`config.mk`:
```
export PLATFORM = sky130hd
export DESIGN_NAME = cache_fill_fsm_flat
export DESIGN_NICKNAME = d
export VERILOG_FILES = /design/src/rtl/cache_fill_fsm_if.sv /design/src/rtl/cache_fill_fsm.sv /design/src/flat_wrapper.sv
export SDC_FILE = /design/constraint.sdc
export NUM_CORES = 1
export LEC_CHECK = 0
export BUFFER_PORTS_ARGS = -buffer_cell sky130_fd_sc_hd__buf_2
export CAP_MARGIN = 40
export CORE_ASPECT_RATIO = 1.75
export CORE_MARGIN = 1
export CORE_UTILIZATION = 39
export DETAILED_ROUTE_END_ITERATION = 7
export PLACE_DENSITY = 0.8
export SYNTH_ARGS = -nofsm -noshare
export SYNTH_HDL_FRONTEND = slang
export SYNTH_SLANG_ARGS = --single-unit
```
`constraint.sdc`:
```
create_clock -name clk -period 1.3 [get_ports clk]
set_input_delay 0.065 -clock clk [delete_from_list [all_inputs] [get_ports clk]]
set_output_delay 0.065 -clock clk [all_outputs]
set_load 0.005 [all_outputs]
```
`src/rtl/cache_fill_fsm_if.sv`:
```
`default_nettype none
// ============================================================================
// Module   : cache_fill_fsm_if
// Purpose  : Bundles the miss, memory and cache-array signals of one block-fill
//            controller.
// Ports    : master - the fill controller: takes the miss and memory returns,
//                     and drives requests, array writes and busy.
//            slave  - the cache/memory environment around it.
// Signals  : miss_detected, miss_address        lookup miss and its byte address
//            memory_data_valid, memory_data     word returned by main memory
//            fsm_busy                           fill in progress (pipeline stall)
//            mem_req, memory_address            read request to main memory
//            write_data_array, data_word_addr,
//            data_word                          cache data-array write
//            write_tag_array                    tag/valid write pulse
// Revision : 1.0 - initial release
// ============================================================================
interface cache_fill_fsm_if #(
  parameter int ADDR_W = 16,
  parameter int DATA_W = 16
);
  logic              miss_detected;
  logic [ADDR_W-1:0] miss_address;
  logic              memory_data_valid;
  logic [DATA_W-1:0] memory_data;
  logic              fsm_busy;
  logic              mem_req;
  logic [ADDR_W-1:0] memory_address;
  logic              write_data_array;
  logic [ADDR_W-1:0] data_word_addr;
  logic [DATA_W-1:0] data_word;
  logic              write_tag_array;

  modport master (
    input  miss_detected, miss_address, memory_data_valid, memory_data,
    output fsm_busy, mem_req, memory_address,
           write_data_array, data_word_addr, data_word, write_tag_array
  );

  modport slave (
    output miss_detected, miss_address, memory_data_valid, memory_data,
    input  fsm_busy, mem_req, memory_address,
           write_data_array, data_word_addr, data_word, write_tag_array
  );
endinterface
`default_nettype wire

```
`src/rtl/cache_fill_fsm.sv`:
```
`default_nettype none
// ============================================================================
// Module   : cache_fill_fsm
// Purpose  : L1 cache miss handler. On a miss it fetches the aligned block one
//            word per request, writes each returned word into the data array
//            and pulses the tag write together with the last word.
// Ports    : clk    - system clock, rising edge
//            rst_n  - synchronous active-low reset
//            bus    - cache_fill_fsm_if.master (miss in, memory request/return,
//                     data/tag array writes, fsm_busy stall)
// Revision : 1.0 - initial release
// ============================================================================
module cache_fill_fsm #(
  parameter int WORDS_PER_BLOCK = 8,
  parameter int ADDR_W          = 16,
  parameter int DATA_W          = 16
) (
  input  wire logic         clk,
  input  wire logic         rst_n,
  cache_fill_fsm_if.master  bus
);

  // Block offset bits (byte granularity) and counter geometry.
  localparam int c_idx_w = $clog2(WORDS_PER_BLOCK);
  localparam int c_off   = c_idx_w + 1;
  localparam int c_cnt_w = c_idx_w + 1;

  localparam logic [c_cnt_w-1:0] c_cnt_full = c_cnt_w'(WORDS_PER_BLOCK);
  localparam logic [c_cnt_w-1:0] c_cnt_last = c_cnt_w'(WORDS_PER_BLOCK - 1);
  localparam logic [c_cnt_w-1:0] c_cnt_one  = c_cnt_w'(1);

  typedef enum logic [0:0] {
    IDLE = 1'b0,
    FILL = 1'b1
  } state_t;

  state_t                  r_state;
  state_t                  w_next_state;
  logic [c_cnt_w-1:0]      r_issue_cnt;
  logic [c_cnt_w-1:0]      r_recv_cnt;
  logic [ADDR_W-1:c_off]   r_base_hi;

  logic                    w_busy;
  logic                    w_mem_req;
  logic                    w_write_data;
  logic                    w_write_tag;
  logic [DATA_W-1:0]       w_data_word;

  // The byte offset of the missing access is irrelevant: the whole block is
  // fetched starting at word 0.
  logic                    w_unused_addr_lsbs;
  assign w_unused_addr_lsbs = &{1'b0, bus.miss_address[c_off-1:0]};

  // --------------------------------------------------------------------------
  // State and counters
  // --------------------------------------------------------------------------
  always_ff @(posedge clk) begin
    if (!rst_n) begin
      r_state     <= IDLE;
      r_issue_cnt <= '0;
      r_recv_cnt  <= '0;
      r_base_hi   <= '0;
    end else begin
      r_state <= w_next_state;
      if (r_state == IDLE) begin
        if (bus.miss_detected) begin
          r_base_hi   <= bus.miss_address[ADDR_W-1:c_off];
          r_issue_cnt <= '0;
          r_recv_cnt  <= '0;
        end
      end else begin
        // issue_cnt stops at WORDS_PER_BLOCK because mem_req drops there.
        if (w_mem_req) begin
          r_issue_cnt <= r_issue_cnt + c_cnt_one;
        end
        if (bus.memory_data_valid) begin
          r_recv_cnt <= r_recv_cnt + c_cnt_one;
        end
      end
    end
  end

  // --------------------------------------------------------------------------
  // Next state and strobes
  // --------------------------------------------------------------------------
  always_comb begin
    w_next_state = r_state;
    w_busy       = 1'b0;
    w_mem_req    = 1'b0;
    w_write_data = 1'b0;
    w_write_tag  = 1'b0;
    w_data_word  = '0;
    case (r_state)
      IDLE: begin
        if (bus.miss_detected) begin
          w_next_state = FILL;
        end
      end
      FILL: begin
        w_busy       = 1'b1;
        w_mem_req    = (r_issue_cnt < c_cnt_full);
        w_write_data = bus.memory_data_valid;
        w_data_word  = bus.memory_data;
        // Responses come back in order, so the last word closes the block.
        if (bus.memory_data_valid && (r_recv_cnt == c_cnt_last)) begin
          w_write_tag  = 1'b1;
          w_next_state = IDLE;
        end
      end
      default: begin
        w_next_state = IDLE;
      end
    endcase
  end

  // Word addresses are built by concatenation so the index never carries out
  // of the block. Both come from registers and therefore read 0 after reset.
  assign bus.memory_address   = {r_base_hi, r_issue_cnt[c_idx_w-1:0], 1'b0};
  assign bus.data_word_addr   = {r_base_hi, r_recv_cnt[c_idx_w-1:0], 1'b0};
  assign bus.data_word        = w_data_word;
  assign bus.fsm_busy         = w_busy;
  assign bus.mem_req          = w_mem_req;
  assign bus.write_data_array = w_write_data;
  assign bus.write_tag_array  = w_write_tag;

endmodule
`default_nettype wire

```
`src/flat_wrapper.sv`:
```
// flat-port wrapper written by rule: the top's interface ports become plain ports
module cache_fill_fsm_flat 
#(
  parameter int WORDS_PER_BLOCK = 8,
  parameter int ADDR_W          = 16,
  parameter int DATA_W          = 16
)
  (clk, rst_n, bus_miss_detected, bus_miss_address, bus_memory_data_valid, bus_memory_data, bus_fsm_busy, bus_mem_req, bus_memory_address, bus_write_data_array, bus_data_word_addr, bus_data_word, bus_write_tag_array);
  cache_fill_fsm_if #(.ADDR_W(ADDR_W), .DATA_W(DATA_W)) bus_i ();
  input  wire logic clk;
  input  wire logic rst_n;
  input wire logic [$bits(bus_i.miss_detected)-1:0] bus_miss_detected;
  input wire logic [$bits(bus_i.miss_address)-1:0] bus_miss_address;
  input wire logic [$bits(bus_i.memory_data_valid)-1:0] bus_memory_data_valid;
  input wire logic [$bits(bus_i.memory_data)-1:0] bus_memory_data;
  output wire logic [$bits(bus_i.fsm_busy)-1:0] bus_fsm_busy;
  output wire logic [$bits(bus_i.mem_req)-1:0] bus_mem_req;
  output wire logic [$bits(bus_i.memory_address)-1:0] bus_memory_address;
  output wire logic [$bits(bus_i.write_data_array)-1:0] bus_write_data_array;
  output wire logic [$bits(bus_i.data_word_addr)-1:0] bus_data_word_addr;
  output wire logic [$bits(bus_i.data_word)-1:0] bus_data_word;
  output wire logic [$bits(bus_i.write_tag_array)-1:0] bus_write_tag_array;
  assign bus_i.miss_detected = bus_miss_detected;
  assign bus_i.miss_address = bus_miss_address;
  assign bus_i.memory_data_valid = bus_memory_data_valid;
  assign bus_i.memory_data = bus_memory_data;
  assign bus_fsm_busy = bus_i.fsm_busy;
  assign bus_mem_req = bus_i.mem_req;
  assign bus_memory_address = bus_i.memory_address;
  assign bus_write_data_array = bus_i.write_data_array;
  assign bus_data_word_addr = bus_i.data_word_addr;
  assign bus_data_word = bus_i.data_word;
  assign bus_write_tag_array = bus_i.write_tag_array;
  cache_fill_fsm #(.WORDS_PER_BLOCK(WORDS_PER_BLOCK), .ADDR_W(ADDR_W), .DATA_W(DATA_W)) u_core (.clk(clk), .rst_n(rst_n), .bus(bus_i));
endmodule
```
==> flow_summary.toml <==
[power_and_ir_drop]
ir_drop_mv = 0.3715
power_density_nw_per_um2 = 924.4
p_leak_nw = 0.8200
finalPower_mw = 1.365

[routing]
antenna_left = 0
vias_per_cell = 4.765
post_drt_wl_per_cell_um = 9.883
drtPass1Iterations = 4
drt_iter0_drc = 14
via_count = 1096
drc = 0
routed_wl_mm = 2.273

[logic_synthesis]
synth.distinct_cells = 26
synth_top_cells_by_count = "29 x nand2_1, 22 x buf_4, 21 x dfxtp_1"
synth_edf_count = 0
ys_seq_area_frac = 0.3746
syn-cell-area_um2 = 1122
yosysTopAreaCellShare = 0.3746
synth_area_leaders = "dfxtp_1 37%, buf_4 15%, nand2_1 9.7%, a21boi_0 9.4%, and2_1 8.9%"
yosysTopAreaCell = "dfxtp_1"
ys.flop_type = "dfxtp_1"
synthArstFlopShare = 0
avgSynthCellArea_um2 = 8.074
synth_seq_cells = 21
syn_inst = 139
synth.most_common_cell = "nand2_1"
ys_warn_count = 0

[clock_tree]
cts-root-buf = "clkbuf_8"
clk_pin_slew_ps = 70
clock_path_buffers = 2
htreeDepth = 1
numCtsBuffers = 3
clock_sinks = 21
cts_tree = "yes"
clk_latency_ps = 260
ctsHoldBuffers = 0

[setup_path]
crit_path_end_kind = "output pin"
critPathLaunchType = "flip-flop"
crit_type = "reg2out"
cp_data_arrival_time_ps = 1190
crit_fanout = 5
worstPathRequired_ps = 1240

[sta]
fin_skew_ps = 3.410
setup_viol = 0
period_needed_ps = 1257
max_freq_ghz = 0.7954
fin_crit_sh = 0.9671
hold_violations = 0
hold_ws_ps = 45.14
rsz0062_at_grt = "true"
worst_slack_ps = 42.74
final_max_slew_viol_count = 0

[floorplanning]
start_util = 0.4124
die_w_um = 42.55
die-area_um2 = 3105
ios = 88
rows = 25
core_area_um2 = 2721
die_y_um = 72.97

[global_route]
grt_pass1_wl_mm = 3.684
antenna_found_initial = 0
first_global_vias = 982
grt_max_degree = 21
grt_overflow = 0
grt_usage = 0.1536

[finish]
final.fill_count = 262
diodes = 0
drive_above_1_share = 0.4778
nets = 242
final_cells = 230
area_growth_pct = 31.55

[status]
status = "complete, no violations"

[placement]
io_buffers = 81
dp_slack_ps = 20.81
gp_congestion = 0.7186
dp_hpwl_mm = 1.852
dp_cells = 226

[min_path]
hp-class = "in2reg"

[flow_run]
maxCapViolations = 0
## kinds of logic after synthesis
| family | count (synthesis) | synth area share |
|---|---|---|
| xor gates and xnor gates | 1 | 0.007805 |
| muxes | 1 | 0.01003 |
| and+or+nand+nor | 62 | 0.2676 |
| other | 1 | 0.003341 |
| AOI/OAI and AO/OA | 22 | 0.1416 |
| adders and majority gates | 2 | 0.02229 |
| buffers and inverters | 29 | 0.1728 |
| DFF | 21 | 0.3746 |
## sequential cells by signal, summed over array words and instances (netlist names)
signal / flops
u_core.r_base_hi: 12
u_core.r_state: 1
u_core.r_recv_cnt: 4
u_core.r_issue_cnt: 4
## placed cells by master (no fill, tap or decap), drive strengths merged
cell type	n
o21a	2
and3	3
xor2	1
mux2	1
buf	86
nor3	1
or3	1
nand3b	1
dfxtp	21
inv	2
clkinv	1
nand2b	2
nand2	29
and2	16
a21boi	15
and2b	1
ha	2
a41oi	1
conb	2
o211ai	1
clkbuf	3
nor2	5
a21oi	1
o21ai	2
nand3	3
## critical path, stage by stage, from the launching register on
cell and delay, ps:
dfxtp_2 360, ha_1 190, nand2_1 80, nor3_2 150
buf_2 150
## timing repair
| action | 4_1_cts | 5_1_grt |
|---|---|---|
| buffers inserted | 0 | 0 |
| gates resized for setup | 3 | 3 |
| setup endpoints to repair | 1 | 5 |
## routing by layer
metal / GRT usage / vias up / part of all wire / routed length [µm]
li1: - / 555 / - / -
met3: 0.03218 / 5 / 0.11 / 252
met4: 0.09375 / 0 / 0.024 / 55
met1: 0.1391 / 460 / 0.35 / 787
met5: 0 / - / 0 / 0
met2: 0.2974 / 76 / 0.52 / 1178
## layout make-up
cell class | count | area, µm² | area share
sequential | 21 | 424.2 | 0.2873
inverter | 2 | 7.507 | 0.005085
clock buffer | 3 | 41.29 | 0.02797
multi-input combinational | 90 | 521.8 | 0.3534
timing repair buffer | 86 | 442.9 | 0.3000
clock inverter | 1 | 5.005 | 0.003390
tap | 27 | 33.78 | 0.02288
## report_power, final
group | switching (mW) | internal, mW | total (mW)
combinational | 0.112 | 0.138 | 0.250
sequential | 0.0228 | 0.673 | 0.696
clock | 0.206 | 0.214 | 0.419
## final timing paths
kind,startpoint,end,slack [ps],cells past startpoint
setup reg to reg,u_core.r_state,u_core.r_issue_cnt[0],190,3
setup / recovery,u_core.r_recv_cnt[0],bus_write_tag_array,40,4
hold / removal,bus_miss_address[12],u_core.r_base_hi[12],50,3
hold reg to reg,u_core.r_base_hi[12],u_core.r_base_hi[12],470,2
## stage by stage
step | utilization | instance area, µm² | setup TNS, ps
2_1_floorplan | - | 1126 | 0
3_3_place_gp | 0.5205 | 1416 | 0
3_5_place_dp | 0.5205 | 1416 | 0
4_1_cts | 0.5407 | 1471 | 0
5_1_grt | 0.5425 | 1476 | -27.63
6_report | 0.5425 | 1476 | 0
Power figures use the tool's default switching activity.
